File: src/rtl/life_display_ctrl.sv
// Lives counter, blink FSM and two-stage sprite pixel pipeline for a life indicator.
// Latency: DrawX/DrawY -> read_address 1 cycle, -> pixel_on/pixel_idx 2 cycles.
// Backpressure: none; the pipeline advances every cycle and never stalls.
module life_display_ctrl #(
  parameter int SPR_X0        = 520,
  parameter int SPR_Y0        = 10,
  parameter int SPR_W         = 100,
  parameter int SPR_H         = 30,
  parameter int BLINK_FRAMES  = 8,
  parameter int BLINK_TOGGLES = 6
) (
  input  logic        Clk,
  input  logic        Reset,
  input  logic        vsync_pulse,
  input  logic [9:0]  DrawX,
  input  logic [9:0]  DrawY,
  input  logic        life_dec,
  input  logic        life_restore,
  input  logic [3:0]  rom_data,
  output logic [18:0] read_address,
  output logic [2:0]  life,
  output logic        pixel_on,
  output logic [3:0]  pixel_idx,
  output logic        game_over
);

  localparam int FCW = $clog2(BLINK_FRAMES + 1);
  localparam int TCW = $clog2(BLINK_TOGGLES + 1);

  // Window bounds widened by one bit so X0+W cannot overflow the compare.
  localparam logic [10:0] X_LO = 11'(SPR_X0);
  localparam logic [10:0] X_HI = 11'(SPR_X0 + SPR_W);
  localparam logic [10:0] Y_LO = 11'(SPR_Y0);
  localparam logic [10:0] Y_HI = 11'(SPR_Y0 + SPR_H);
  localparam logic [9:0]  X0_10 = 10'(SPR_X0);
  localparam logic [9:0]  Y0_10 = 10'(SPR_Y0);

  typedef enum logic [1:0] {IDLE, BLINK, DEAD} state_t;

  state_t           state, state_n;
  logic [1:0]       lives, lives_n;
  logic [FCW-1:0]   frame_cnt, frame_n;
  logic [TCW-1:0]   toggle_cnt, toggle_n, toggle_inc;
  logic             visible, visible_n;
  logic             accept_dec;

  logic [10:0]      x_ext, y_ext;
  logic [9:0]       dx, dy;
  logic             in_win_c, in_win_d;
  logic [18:0]      addr_c;
  logic             draw_c;

  // Restore wins over a simultaneous decrement; decrement at zero lives is dropped.
  assign accept_dec = life_dec && (lives != 2'd0) && !life_restore;
  assign toggle_inc = toggle_cnt + 1'b1;

  // Next-state logic for lives, blink counters and visibility.
  always_comb begin
    state_n   = state;
    lives_n   = lives;
    frame_n   = frame_cnt;
    toggle_n  = toggle_cnt;
    visible_n = visible;
    if (life_restore) begin
      state_n   = IDLE;
      lives_n   = 2'd3;
      frame_n   = '0;
      toggle_n  = '0;
      visible_n = 1'b1;
    end else if (accept_dec) begin
      // A hit during an ongoing blink restarts the sequence from the top.
      state_n   = BLINK;
      lives_n   = lives - 2'd1;
      frame_n   = '0;
      toggle_n  = '0;
      visible_n = 1'b0;
    end else begin
      case (state)
        BLINK: begin
          if (vsync_pulse) begin
            if (frame_cnt == FCW'(BLINK_FRAMES - 1)) begin
              frame_n   = '0;
              toggle_n  = toggle_inc;
              visible_n = ~visible;
              if (toggle_inc == TCW'(BLINK_TOGGLES)) begin
                // Sequence done: reappear if lives remain, otherwise stay dark.
                toggle_n  = '0;
                state_n   = (lives != 2'd0) ? IDLE : DEAD;
                visible_n = (lives != 2'd0);
              end
            end else begin
              frame_n = frame_cnt + 1'b1;
            end
          end
        end
        DEAD:    visible_n = 1'b0;
        default: ;
      endcase
    end
  end

  // State register for the FSM and its counters.
  always_ff @(posedge Clk) begin
    if (Reset) begin
      state      <= IDLE;
      lives      <= 2'd3;
      frame_cnt  <= '0;
      toggle_cnt <= '0;
      visible    <= 1'b1;
    end else begin
      state      <= state_n;
      lives      <= lives_n;
      frame_cnt  <= frame_n;
      toggle_cnt <= toggle_n;
      visible    <= visible_n;
    end
  end

  assign game_over = (state == DEAD);

  // Sprite select only changes at frame start so a frame never tears.
  always_ff @(posedge Clk) begin
    if (Reset) begin
      life <= 3'd3;
    end else if (vsync_pulse) begin
      life <= {1'b0, lives};
    end
  end

  assign x_ext    = {1'b0, DrawX};
  assign y_ext    = {1'b0, DrawY};
  assign in_win_c = (x_ext >= X_LO) && (x_ext < X_HI) && (y_ext >= Y_LO) && (y_ext < Y_HI);
  assign dx       = DrawX - X0_10;
  assign dy       = DrawY - Y0_10;
  assign addr_c   = 19'(dy) * 19'(SPR_W) + 19'(dx);

  // Stage 1: window hit and ROM address.
  always_ff @(posedge Clk) begin
    if (Reset) begin
      in_win_d     <= 1'b0;
      read_address <= '0;
    end else begin
      in_win_d     <= in_win_c;
      read_address <= in_win_c ? addr_c : 19'd0;
    end
  end

  // Palette index 0 is transparent.
  assign draw_c = in_win_d && visible && (life != 3'd0) && (rom_data != 4'd0);

  // Stage 2: final pixel decision on the ROM data returned for stage 1.
  always_ff @(posedge Clk) begin
    if (Reset) begin
      pixel_on  <= 1'b0;
      pixel_idx <= 4'd0;
    end else begin
      pixel_on  <= draw_c;
      pixel_idx <= draw_c ? rom_data : 4'd0;
    end
  end

endmodule

File: config.mk
export PLATFORM = sky130hd
export DESIGN_NAME = life_display_ctrl
export DESIGN_NICKNAME = d
export VERILOG_FILES = /design/src/rtl/life_display_ctrl.sv
export SDC_FILE = /design/constraint.sdc
export NUM_CORES = 1
export LEC_CHECK = 0
export ABC_AREA = 1
export CORE_UTILIZATION = 59
export CTS_BUF_LIST = sky130_fd_sc_hd__clkbuf_8
export CTS_CLUSTER_DIAMETER = 80
export DETAILED_ROUTE_END_ITERATION = 8
export GPL_TIMING_DRIVEN = 0
export PLACE_DENSITY = 0.88
export SLEW_MARGIN = 20
export SYNTH_ARGS = -nofsm -noshare
export SYNTH_HDL_FRONTEND = slang
export SYNTH_SLANG_ARGS = --single-unit
File: constraint.sdc
create_clock -name Clk -period 10.2 [get_ports Clk]
set_clock_uncertainty 0.15 [all_clocks]
set_input_delay 2.55 -clock Clk [delete_from_list [all_inputs] [get_ports Clk]]
set_output_delay 2.55 -clock Clk [all_outputs]
set_load 0.05 [all_outputs]
Yosys cells after proc, flatten, opt, wreduce, memory -nomap -nowiden

Index checks and enable logic that the tools add are counted.

Register bits: 39
Input bits: 29
Word-level logic and storage cells: 70

Add/subtract/negate cells: 6
Multipliers: 1
$lt $le $gt $ge: 4
Equality and inequality tests: 6
Mux-type cells: 13
Bitwise operators: 3
Reduce and logical (&&, ||, !) cells: 26

Operator list:

| operator                 | count |
|---|---|
| $add A17 B10 Y18         | 1 |
| $mul A10 B5 Y15 const B  | 1 |
| $ge A10 B10 Y1 const B   | 1 |
| $ge A10 B4 Y1 const B    | 1 |
| $lt A10 B10 Y1 const B   | 1 |
| $lt A10 B6 Y1 const B    | 1 |
| $reduce_bool A2 Y1       | 5 |
| $sub A10 B10 Y10 const B | 1 |
| $sub A10 B4 Y10 const B  | 1 |
| $mux W1                  | 9 |
| $logic_and A1 B1 Y1      | 8 |
| $reduce_and A4 Y1        | 2 |
| $ne A3 B3 Y1 const B     | 2 |
| $reduce_and A3 Y1        | 2 |
| $reduce_bool A3 Y1       | 2 |
| $reduce_or A2 Y1         | 3 |
| $add A4 B1 Y4 const B    | 1 |
| $eq A4 B3 Y1 const B     | 1 |
| $mux W4                  | 1 |
| $reduce_bool A4 Y1       | 1 |
| $add A3 B1 Y3 const B    | 1 |
| $eq A3 B3 Y1 const B     | 1 |
| $mux W3                  | 1 |
| $not A1 Y1               | 3 |
| 8 further kinds          | 8 |

Logic depth before layout (Yosys ltp)

Gate-level depths: netlist of run 1.

Depth in word-level cells: 7
Depth in mapped cells: 23

Least setup slack after synthesis of run 1

No wires, ideal clock.

Path type: input port to flip-flop
From: input port DrawY[1]
To: register read_address[16]
Library setup time: 0.109 ns
Data arrival time: 5.928 ns
Data required time: 9.941 ns
Path slack: 4.013 ns
Stages on the path: 22
Buffers on the path: 0
Cell sequence: inv_1 ha_1 xnor2_1 ha_1 ha_1 fa_1 ha_1 nand2_1 nand3_1 xor2_1 ha_1 nand2_1 nor2_1 nand2_1 nand2_1 nand2_4 nor2_4 nand2_2 nor2_4 nand3_1 nand2_1 inv_1

Cells in the longest elaborated chain, start to end: 5
Elaborated cells on any way between the ends: 9
Those cells by class: add/sub: 2; mul: 1; order compare: 2; bitwise: 1; reduce/logical: 3

RTL lines:

| item                                                                     | RTL line | source |
|---|---|---|
| from (decl)                                                              | 16       | `input logic [9:0] DrawY,` |
| parallel branches: the longest is 5 deep, another holds $add A17 B10 Y18 | --       |  |
| to (signal assigned)                                                     | 144      | `read_address <= in_win_c ? addr_c : 19'd0;` |
| to (decl)                                                                | 20       | `output logic [18:0] read_address,` |

Several ways; the timed one is not identified.
A chain may end at the register's enable or synchronous reset.

Worst setup path after layout of run 1

Ends and elaborated chain as after synthesis.

==> results of run 1 <==
## report_power, final
part | internal [mW] | switching (mW) | leakage [nW]
Clock | 0.0543 | 0.0524 | 0.0472
Combinational | 0.148 | 0.267 | 1.63
Sequential | 0.150 | 0.000981 | 0.307
Total | 0.353 | 0.320 | 1.98
## logic make-up after synthesis
| family | after synthesis |
|---|---|
| flops | 38 |
| fa+ha+maj | 55 |
| xor+xnor | 22 |
| other cells | 1 |
| buf+inv | 83 |
| compound gates | 43 |
| simple gates | 201 |
## registers in the layout, indices dropped and copies added, names as in the netlist
| name | flops |
|---|---|
| read_address | 18 |
| state | 2 |
| frame_cnt | 4 |
| life | 2 |
| toggle_cnt | 3 |
| in_win_d | 1 |
| visible | 1 |
| pixel_idx | 4 |
| lives | 2 |
| pixel_on | 1 |
## through the flow
step	utilization	std cells	total power, mW
CTS	0.761	576	0.669
detailed placement	0.742	568	0.563
floorplan	-	444	0.480
global placement	0.742	568	0.546
global route	0.761	576	0.743
finish	0.761	576	0.673
## final cells by class
class	instances	area, um2	area share
plain buffers	3	26.3	0.00672
clock buffers	6	82.6	0.0211
clock inverters	2	12.5	0.00320
inverters	80	300	0.0768
multi-input cells	323	2100	0.537
flip-flops and latches	38	761	0.194
well taps	70	87.6	0.0224
repair buffers	54	541	0.138
## layer usage
| metal | GRT usage | up-vias |
|---|---|---|
| li1 | - | 1537 |
| met1 | 0.302 | 1297 |
| met2 | 0.486 | 67 |
| met3 | 0.0489 | 10 |
| met4 | 0.0576 | 0 |
| met5 | 0 | - |
## worst max-delay path: cells and delay by family
kind / cells / cell delay, ps
AND/OR/NAND/NOR: 12 / 1130
buffers and inverters: 3 / 800
XOR/XNOR: 2 / 450
adder cells (fa/ha/maj): 6 / 2080
## cell usage in the layout (no fill, tap or decap), types with 2 or more instances in the layout
master           count
nor2_2               4
nor2_1              48
fa_1                 6
o211ai_1             3
nor3_1               7
dfxtp_1             38
a31oi_1              2
clkdlybuf4s50_1     54
nand2_2              5
xnor2_1              3
nor4_1               2
a21oi_1             20
o21bai_1             2
a21oi_2              2
buf_4                2
nand2_4              2
nand3_1             28
inv_2                7
o21ai_0              5
nand2_1             91
clkbuf_8             6
conb_1               2
xor2_1              19
a211oi_1             2
nor2_4               2
nand4_1              5
ha_1                49
inv_1               73
o21ai_1              3
## worst min path at each step
| stage | start | slack, ps | end |
|---|---|---|---|
| global placement | lives[0]$_SDFFE_PP1P_ | 290 | lives[0]$_SDFFE_PP1P_ |
| detailed placement | lives[0]$_SDFFE_PP1P_ | 310 | lives[0]$_SDFFE_PP1P_ |
| CTS | lives[0]$_SDFFE_PP1P_ | 330 | lives[0]$_SDFFE_PP1P_ |
| finish | lives[0]$_SDFFE_PP1P_ | 330 | lives[0]$_SDFFE_PP1P_ |
| floorplan | lives[0]$_SDFFE_PP1P_ | 280 | lives[0]$_SDFFE_PP1P_ |
| global route | frame_cnt[1]$_SDFFE_PP0P_ | 350 | frame_cnt[1]$_SDFFE_PP0P_ |
==> results.py, run 1 <==
metrics = {
    "clocking": {
        "cts_tree": "yes",
        "numCtsBuffers": 5,
        "clk_latency_ps": 290,
        "cts_hold_buf": 0,
        "path_clk_slew_ps": 70,
        "cts-root-buf": "clkbuf_8",
        "postCtsSetupBuffers": 0,
        "cts_num_sinks": 38,
        "htree_levels": 2,
        "cts_buffer_depth": 2,
        "ctsResizeCount": 0,
    },
    "critical_path": {
        "reg2reg_depth": 7,
        "rrSetupSlack_ps": 8450,
        "crit_path_end_kind": "flip-flop",
        "critPathLaunch": "DrawY[1]",
        "required_ps": 10240,
        "r2r-start": "frame_cnt[1]$_SDFFE_PP0P_",
        "startpoint_type": "input port",
        "crit_chain": "clkdlybuf4s50_1 > inv_1 > ha_1 > xnor2_1 > ha_1 > ha_1 > fa_1 > ha_1 > nand2_1 > nand3_1 > xor2_1 > ha_1 > nand2_1 > nor2_1 > nand2_1 > nand2_1 > nand2_4 > nor2_4 > nand2_2 > nor2_4 > nand3_1 > nand2_1 > inv_1",
        "timing.rr.end": "visible$_SDFFE_PP1P_",
        "crit_type": "in2reg",
        "crit_end": "read_address[16]$_SDFF_PP0_",
        "crit_path_max_fanout": 6,
        "cpMaxStageDelayCell": "clkdlybuf4s50_1",
        "worstPathArrival_ps": 7000,
        "cp_slowest_stage_delay_ps": 620,
    },
    "logic_synthesis": {
        "synth_cell_types": 39,
        "synth.avg_cell_area_um2": 7.19,
        "synth_area_leaders": "dfxtp_1 24%, ha_1 19%, nand2_1 11%",
        "synth_edf_count": 0,
        "synth_compound_area_frac": 0.0806,
        "synth_common_cells": "91 x nand2_1, 73 x inv_1, 49 x ha_1",
        "async_reset_ff_frac": 0,
        "yosysSeqAreaShare": 0.239,
        "synth.most_common_cell": "nand2_1",
        "syn_inst": 443,
        "synth_largest_area_cell": "dfxtp_1",
        "yosys.area_share.adder": 0.230,
        "yosys_warnings": 0,
        "yosys.area.top_type_share": 0.239,
        "synth.cell_area_mm2": 0.00318,
        "ys_seq_elements": 38,
        "ys.flop_type": "dfxtp_1",
        "synthMuxAreaShare": 0,
        "synthSimpleGateAreaFrac": 0.286,
        "synth_top_family_by_area": "simple AND/OR/NAND/NOR gates",
        "synth_xor_area_frac": 0.0605,
    },
    "routing": {
        "drtIter0Drc": 97,
        "drc": 0,
        "dr_wl_met3_um": 257,
        "drtAntennaViolNets": 0,
        "top_layer_used": "met4",
        "wl_per_cell_um": 11.7,
        "wirelength_um": 6740,
        "vias": 2911,
        "wl_met1_um": 2900,
        "wl_met2_um": 3500,
        "via_per_inst": 5.05,
        "drtPass1Iterations": 4,
    },
    "sta": {
        "fin_crit_sh": 0.682,
        "fin_crit_ps": 6950,
        "hold_violations": 0,
        "finalMaxSlewViolations": 0,
        "slew_headroom": 0.656,
        "timing.hold.ws_ps": 327,
        "max_slew.worst_pin.slew_ps": 511,
        "setup_viol": 0,
        "setup_ws_ps": 3250,
        "tns_ps": 0,
        "max_freq_mhz": 144,
        "rsz0062_at_grt": "false",
    },
    "grt": {
        "grt_pass1_wl_um": 11500,
        "first_global_vias": 2755,
        "grt_util_all_layers": 0.258,
        "grt_overflow": 0,
        "grt_max_degree": 13,
        "antenna_found_initial": 0,
    },
    "outcome": {
        "status": "completed",
    },
    "die": {
        "fp.dieArea_mm2": 0.00569,
        "start_util": 0.620,
        "core_area_mm2": 0.00514,
        "ios": 57,
        "die_w_um": 75.5,
        "die_h_um": 75.5,
        "rows": 26,
    },
    "place": {
        "gp_congestion": 0.857,
        "dp_hpwl_um": 5780,
        "preCtsSetupSlack_ps": 2940,
        "portBuffers": 54,
        "post_dp_cell_area_mm2": 0.00382,
    },
    "power": {
        "leakagePower_nw": 1.98,
        "p_per_area_mw_per_mm2": 172,
        "vdd_drop_max_mv": 0.0850,
    },
    "cells_and_area": {
        "area_growth_pct": 22.8,
        "diodes": 0,
        "nFillCells": 399,
        "final_area_mm2": 0.00391,
        "nNetsFinal": 589,
        "drive_gt1_frac": 0.0751,
    },
    "min_path": {
        "hold_path.class": "reg2reg",
        "whs_path_depth": 2,
    },
    "job": {
        "maxCapViolCount": 0,
    },
}
Note: power is estimated with default switching activity, not from simulation.
==> inputs of run 2 (changes only) <==
--- a/config.mk
+++ b/config.mk
@@ -6,12 +6,12 @@
 export NUM_CORES = 1
 export LEC_CHECK = 0
 export ABC_AREA = 1
-export CORE_UTILIZATION = 59
+export CORE_UTILIZATION = 55
 export CTS_BUF_LIST = sky130_fd_sc_hd__clkbuf_8
 export CTS_CLUSTER_DIAMETER = 80
 export DETAILED_ROUTE_END_ITERATION = 8
 export GPL_TIMING_DRIVEN = 0
-export PLACE_DENSITY = 0.88
+export PLACE_DENSITY = 0.83
 export SLEW_MARGIN = 20
 export SYNTH_ARGS = -nofsm -noshare
 export SYNTH_HDL_FRONTEND = slang
==> constraint.sdc (replaced) <==
create_clock -name Clk -period 6.8 [get_ports Clk]
set_clock_uncertainty 0.15 [all_clocks]
set_input_delay 1.7 -clock Clk [delete_from_list [all_inputs] [get_ports Clk]]
set_output_delay 1.7 -clock Clk [all_outputs]
set_load 0.05 [all_outputs]
==> run 2 against run 1 <==
- global-route usage decreased by 3.3 points
- die area increased by 7.1%
- sequential cell count unchanged
- highest routed layer unchanged
- hold slack got worse by 12 ps
- utilization decreased by 5.7 points
- largest cell class unchanged
- first-iteration DRC count decreased by 27%
- critical path type unchanged
==> results.py, run 2 (synthesized netlist as in run 1, its figures left out) <==
metrics = {
    "sta": {
        "fin_crit_ps": 6150,
        "finalMaxSlewViolations": 0,
        "slew_headroom": 0.622,
        "timing.hold.ws_ps": 315,
        "tns_ps": 0,
        "rsz0062_at_grt": "false",
        "fin_crit_sh": 0.904,
        "setup_viol": 0,
        "hold_violations": 0,
        "max_slew.worst_pin.slew_ps": 562,
        "max_freq_mhz": 163,
    },
    "routing": {
        "drc": 0,
        "drtAntennaViolNets": 0,
        "wirelength_um": 6450,
        "vias": 2902,
        "via_per_inst": 5.04,
        "drtPass1Iterations": 4,
        "wl_per_cell_um": 11.2,
        "drtIter0Drc": 71,
    },
    "critical_path": {
        "timing.rr.end": "visible$_SDFFE_PP1P_",
        "r2r-start": "frame_cnt[1]$_SDFFE_PP0P_",
        "cp_slowest_stage_delay_ps": 610,
        "required_ps": 6830,
        "crit_path_end_kind": "flip-flop",
        "reg2reg_depth": 7,
        "rrSetupSlack_ps": 5050,
        "worstPathArrival_ps": 6180,
        "crit_chain": "clkdlybuf4s50_1 > inv_1 > ha_1 > o21ai_0 > xor2_1 > ha_1 > ha_1 > inv_1 > fa_1 > inv_1 > ha_1 > a21oi_2 > nor2_1 > nor2_1 > nand2_1 > nand2_1 > nand2_1 > nor2_2 > nand3_1 > nand2_1 > nor2_1",
        "cpMaxStageDelayCell": "clkdlybuf4s50_1",
        "crit_path_max_fanout": 6,
        "crit_type": "in2reg",
        "startpoint_type": "input port",
    },
    "die": {
        "ios": 57,
        "start_util": 0.575,
        "fp.dieArea_mm2": 0.00610,
        "die_w_um": 78.1,
        "core_area_mm2": 0.00554,
        "rows": 27,
        "die_h_um": 78.1,
    },
    "clocking": {
        "ctsResizeCount": 0,
        "clk_latency_ps": 280,
        "cts_buffer_depth": 2,
        "path_clk_slew_ps": 60,
        "numCtsBuffers": 5,
        "cts_hold_buf": 0,
        "cts-root-buf": "clkbuf_8",
        "cts_tree": "yes",
        "postCtsSetupBuffers": 0,
        "htree_levels": 2,
        "cts_num_sinks": 38,
    },
    "cells_and_area": {
        "layout_commonest_cell": "nand2_1",
        "area_growth_pct": 22.5,
        "top_register": "read_address",
        "largest_reg_flops": 18,
        "regArea_um2": 761,
        "diodes": 0,
        "drive_gt1_frac": 0.0714,
        "multiInputGateArea_mm2": 0.00210,
        "reg_top3": "read_address x18, frame_cnt x4, pixel_idx x4",
        "final_cell_mix": "91 x nand2_1, 73 x inv_1, 54 x clkdlybuf4s50_1",
        "nFillCells": 481,
        "nNetsFinal": 589,
    },
    "power": {
        "p_per_area_mw_per_mm2": 255,
        "leakagePower_nw": 1.98,
        "vdd_drop_max_mv": 0.119,
    },
    "grt": {
        "grt_max_degree": 11,
        "grt_pass1_wl_um": 11200,
        "first_global_vias": 2784,
        "grt_util_all_layers": 0.225,
        "antenna_found_initial": 0,
        "grt_overflow": 0,
    },
    "min_path": {
        "whs_path_depth": 2,
        "hp-start": "lives[0]$_SDFFE_PP1P_",
        "hold_end": "lives[0]$_SDFFE_PP1P_",
        "hold_path.class": "reg2reg",
    },
    "place": {
        "portBuffers": 54,
        "gp_congestion": 0.840,
        "dp_hpwl_um": 5590,
    },
    "outcome": {
        "status": "completed",
    },
    "job": {
        "maxCapViolCount": 0,
    },
}
## run 2: changes by cell type in the layout (fill, tap and decap cells not counted)
cell,previous run,this run
clkinvlp_4,1,0
clkinv_2,1,0
## run 2: power by group
| group | switching [mW] | internal [mW] | total [mW] |
|---|---|---|---|
| combinational | 0.400 | 0.223 | 0.623 |
| sequential | 0.00149 | 0.225 | 0.227 |
| clock | 0.0666 | 0.0780 | 0.145 |
| total | 0.468 | 0.527 | 0.995 |
## run 2: how the worst max path moves through the flow
stage | slack [ps] | endpoint | from | cells after the start
CTS | 630 | read_address[15]$_SDFF_PP0_ | DrawY[1] | 21
global route | 270 | read_address[15]$_SDFF_PP0_ | DrawY[1] | 21
detailed placement | 360 | read_address[15]$_SDFF_PP0_ | DrawY[1] | 21
floorplan | 1460 | read_address[16]$_SDFF_PP0_ | DrawY[1] | 22
global placement | 420 | read_address[16]$_SDFF_PP0_ | DrawY[1] | 23
finish | 650 | read_address[15]$_SDFF_PP0_ | DrawY[1] | 21
## run 2: worst max-delay path, delay by kind of cell
kind                       cells  cell delay, ps
AOI/OAI and AO/OA              2             730
xor gates and xnor gates       1             300
and+or+nand+nor                9             840
adders and majority gates      5            1730
buffers and inverters          4             860
## run 2: area by class of cell
cell class,instances,share of cell area
multi-input combinational,323,0.538
sequential,38,0.195
timing repair buffer,54,0.139
inverter,80,0.0770
tap,72,0.0231
clock buffer,6,0.0212
buffer,3,0.00674
## run 2: per-layer routing
layer,global-route usage,vias up,part of all wire
met5,0,-,0
met4,0.0611,0,0.014
met3,0.0395,11,0.037
met2,0.422,70,0.51
met1,0.260,1287,0.44
li1,-,1534,-
## run 2: through the flow
step	power [mW]	cells	utilization	area (um2)	setup slack, ps
after global placement	0.821	570	0.689	3820	418
after CTS	0.994	576	0.704	3900	634
after global routing	1.10	576	0.704	3900	271
after floorplan	0.720	444	-	3190	1460
after detailed placement	0.844	570	0.689	3820	361
final	0.995	576	0.704	3900	650
==> inputs of run 3 (changes only) <==
--- a/config.mk
+++ b/config.mk
@@ -5,10 +5,11 @@
 export SDC_FILE = /design/constraint.sdc
 export NUM_CORES = 1
 export LEC_CHECK = 0
-export ABC_AREA = 1
+export ABC_AREA = 0
 export CORE_UTILIZATION = 55
 export CTS_BUF_LIST = sky130_fd_sc_hd__clkbuf_8
 export CTS_CLUSTER_DIAMETER = 80
+export CTS_CLUSTER_SIZE = 25
 export DETAILED_ROUTE_END_ITERATION = 8
 export GPL_TIMING_DRIVEN = 0
 export PLACE_DENSITY = 0.83
==> run 3 against run 2 <==
- final area shrank 2.2%
- combinational power fell by 0.6%
- critical path type unchanged
- first-iteration DRC count fell by 2.8%
- fmax fell by 3.6%
- utilization down 0.73 points
==> results.py, run 3 <==
metrics = {
    "clocking": {
        "cts-root-buf": "clkbuf_8",
        "htree_levels": 2,
        "postCtsSetupBuffers": 0,
        "cts_num_sinks": 38,
        "cts_buffer_depth": 2,
        "clk_latency_ps": 280,
        "ctsResizeCount": 0,
        "cts_tree": "yes",
        "path_clk_slew_ps": 60,
        "numCtsBuffers": 5,
        "cts_hold_buf": 0,
    },
    "cells_and_area": {
        "regArea_um2": 761,
        "nFillCells": 451,
        "final_cell_mix": "53 x clkdlybuf4s50_1, 49 x ha_1, 38 x dfxtp_1",
        "largest_reg_flops": 18,
        "multiInputGateArea_mm2": 0.00220,
        "drive_gt1_frac": 0.0680,
        "area_growth_pct": 22.5,
        "top_register": "read_address",
        "reg_top3": "read_address x18, frame_cnt x4, pixel_idx x4",
        "layout_commonest_cell": "clkdlybuf4s50_1",
        "final_cells": 484,
        "diodes": 0,
        "nNetsFinal": 496,
    },
    "critical_path": {
        "worstPathArrival_ps": 6440,
        "cp_slowest_stage_delay_ps": 590,
        "crit_path_end_kind": "flip-flop",
        "cpMostUsedCell": "ha_1",
        "required_ps": 6860,
        "startpoint_type": "input port",
        "cpMaxStageDelayCell": "clkdlybuf4s50_1",
        "crit_path_max_fanout": 10,
        "crit_chain": "clkdlybuf4s50_1 > inv_1 > ha_1 > nor2b_1 > nor4_1 > xor2_1 > ha_1 > ha_1 > ha_1 > ha_1 > buf_6 > a21oi_2 > o211ai_1 > a221oi_2 > nand4_2 > or4_1 > a21oi_1",
        "rrSetupSlack_ps": 4800,
        "crit_type": "in2reg",
    },
    "grt": {
        "grt_overflow": 0,
        "grt_pass1_wl_um": 10200,
        "first_global_vias": 2451,
        "grt_util_all_layers": 0.208,
        "antenna_found_initial": 0,
        "grt_max_degree": 11,
    },
    "die": {
        "start_util": 0.569,
        "ios": 57,
        "die_h_um": 77.2,
        "rows": 27,
        "core_area_mm2": 0.00547,
        "fp.dieArea_mm2": 0.00596,
        "die_w_um": 77.2,
    },
    "routing": {
        "drc": 0,
        "wirelength_um": 6090,
        "wl_per_cell_um": 12.6,
        "vias": 2617,
        "drtAntennaViolNets": 0,
        "via_per_inst": 5.41,
        "drtIter0Drc": 69,
        "drtPass1Iterations": 6,
    },
    "sta": {
        "rsz0062_at_grt": "false",
        "max_freq_mhz": 157,
        "setup_ws_ps": 418,
        "hold_violations": 0,
        "max_slew.worst_pin.slew_ps": 618,
        "tns_ps": 0,
        "timing.hold.ws_ps": 318,
        "setup_viol": 0,
        "slew_headroom": 0.588,
        "fin_crit_ps": 6380,
        "finalMaxSlewViolations": 0,
        "fin_crit_sh": 0.939,
    },
    "logic_synthesis": {
        "synth.most_common_cell": "ha_1",
        "async_reset_ff_frac": 0,
        "ys.flop_type": "dfxtp_1",
        "yosys.area.top_type_share": 0.244,
        "yosysSeqAreaShare": 0.244,
        "synth_common_cells": "49 x ha_1, 38 x dfxtp_1, 29 x nor2_1",
        "synth.cell_area_mm2": 0.00311,
        "synth_edf_count": 0,
        "synth_largest_area_cell": "dfxtp_1",
        "syn_inst": 351,
        "synth.avg_cell_area_um2": 8.87,
        "synth_cell_types": 65,
        "ys_seq_elements": 38,
        "yosys_warnings": 0,
        "synth_area_leaders": "dfxtp_1 24%, ha_1 20%, xor2_1 4.2%",
    },
    "place": {
        "placed_cells": 477,
        "portBuffers": 53,
        "dp_hpwl_um": 5140,
        "preCtsSetupSlack_ps": 27.9,
        "gp_congestion": 0.910,
    },
    "power": {
        "leakagePower_nw": 1.68,
        "p_sw_frac": 0.425,
        "p_per_area_mw_per_mm2": 257,
        "pwr-share-clk": 0.136,
        "p_sw_uw": 416,
        "power_frac_seq": 0.231,
        "combPwrFrac": 0.632,
        "p_int_uw": 563,
        "vdd_drop_max_mv": 0.153,
    },
    "job": {
        "maxCapViolCount": 0,
    },
    "outcome": {
        "status": "completed",
    },
    "min_path": {
        "hold_path.class": "reg2reg",
    },
}
-- run 3: metal layers --
metal,part of all wire,GRT usage
met3,0.024,0.0250
met5,0,0
met1,0.46,0.249
met2,0.51,0.390
met4,0.0074,0.0472
-- run 3: area by class of cell --
| cell class | instances | share of cell area |
|---|---|---|
| Tap cell | 72 | 0.0236 |
| Clock inverter | 2 | 0.00197 |
| Clock buffer | 5 | 0.0180 |
| Timing Repair Buffer | 53 | 0.139 |
| Buffer | 9 | 0.0161 |
| Multi-Input combinational cell | 280 | 0.577 |
| Inverter | 25 | 0.0246 |
| Sequential cell | 38 | 0.199 |
-- run 3: cell families (layout without fill, tap and decap cells) --
kind of cell | Yosys count | in the layout | synth area share
AO/OA/AOI/OAI | 77 | 77 | 0.176
XOR/XNOR | 29 | 29 | 0.0840
AND/OR/NAND/NOR | 116 | 116 | 0.205
other | 1 | 2 | 0.00120
flip-flops | 38 | 38 | 0.244
multiplexers | 1 | 1 | 0.00322
buffers and inverters | 34 | 94 | 0.0498
adder cells (fa/ha/maj) | 55 | 55 | 0.236
-- run 3: power groups by stage --
stage               clock (mW)  sequential, mW  combinational [mW]
CTS                      0.137           0.226               0.617
floorplan                    0           0.234               0.498
global route             0.147           0.226               0.691
detailed placement           0           0.231               0.613
finish                   0.134           0.226               0.619
global placement             0           0.231               0.596
-- run 3: worst paths after layout --
| check | to | from | cells after the start |
|---|---|---|---|
| worst max-delay path | read_address[16]$_SDFF_PP0_ | DrawY[1] | 17 |
| worst min-delay path | life[0]$_SDFFE_PP1P_ | lives[0]$_SDFFE_PP1P_ | 1 |
| worst max register to register | toggle_cnt[2]$_SDFFE_PP0P_ | state[1]$_SDFFE_PP0P_ | 5 |
| worst min register to register | life[0]$_SDFFE_PP1P_ | lives[0]$_SDFFE_PP1P_ | 1 |
-- run 3: per-stage QoR --
stage / cell area [um2] / utilization / total power [mW]
after global routing: 3810 / 0.697 / 1.06
final: 3810 / 0.697 / 0.979
after detailed placement: 3740 / 0.683 / 0.844
after global placement: 3740 / 0.683 / 0.828
after CTS: 3810 / 0.697 / 0.980
after floorplan: 3120 / - / 0.732
-- run 3: critical path: cells and delay by family --
| kind | cells | cell delay [ps] |
|---|---|---|
| adder cells (fa/ha/maj) | 5 | 1510 |
| AND/OR/NAND/NOR | 4 | 1100 |
| buffers and inverters | 3 | 870 |
| XOR/XNOR | 1 | 360 |
| AO/OA/AOI/OAI | 4 | 890 |
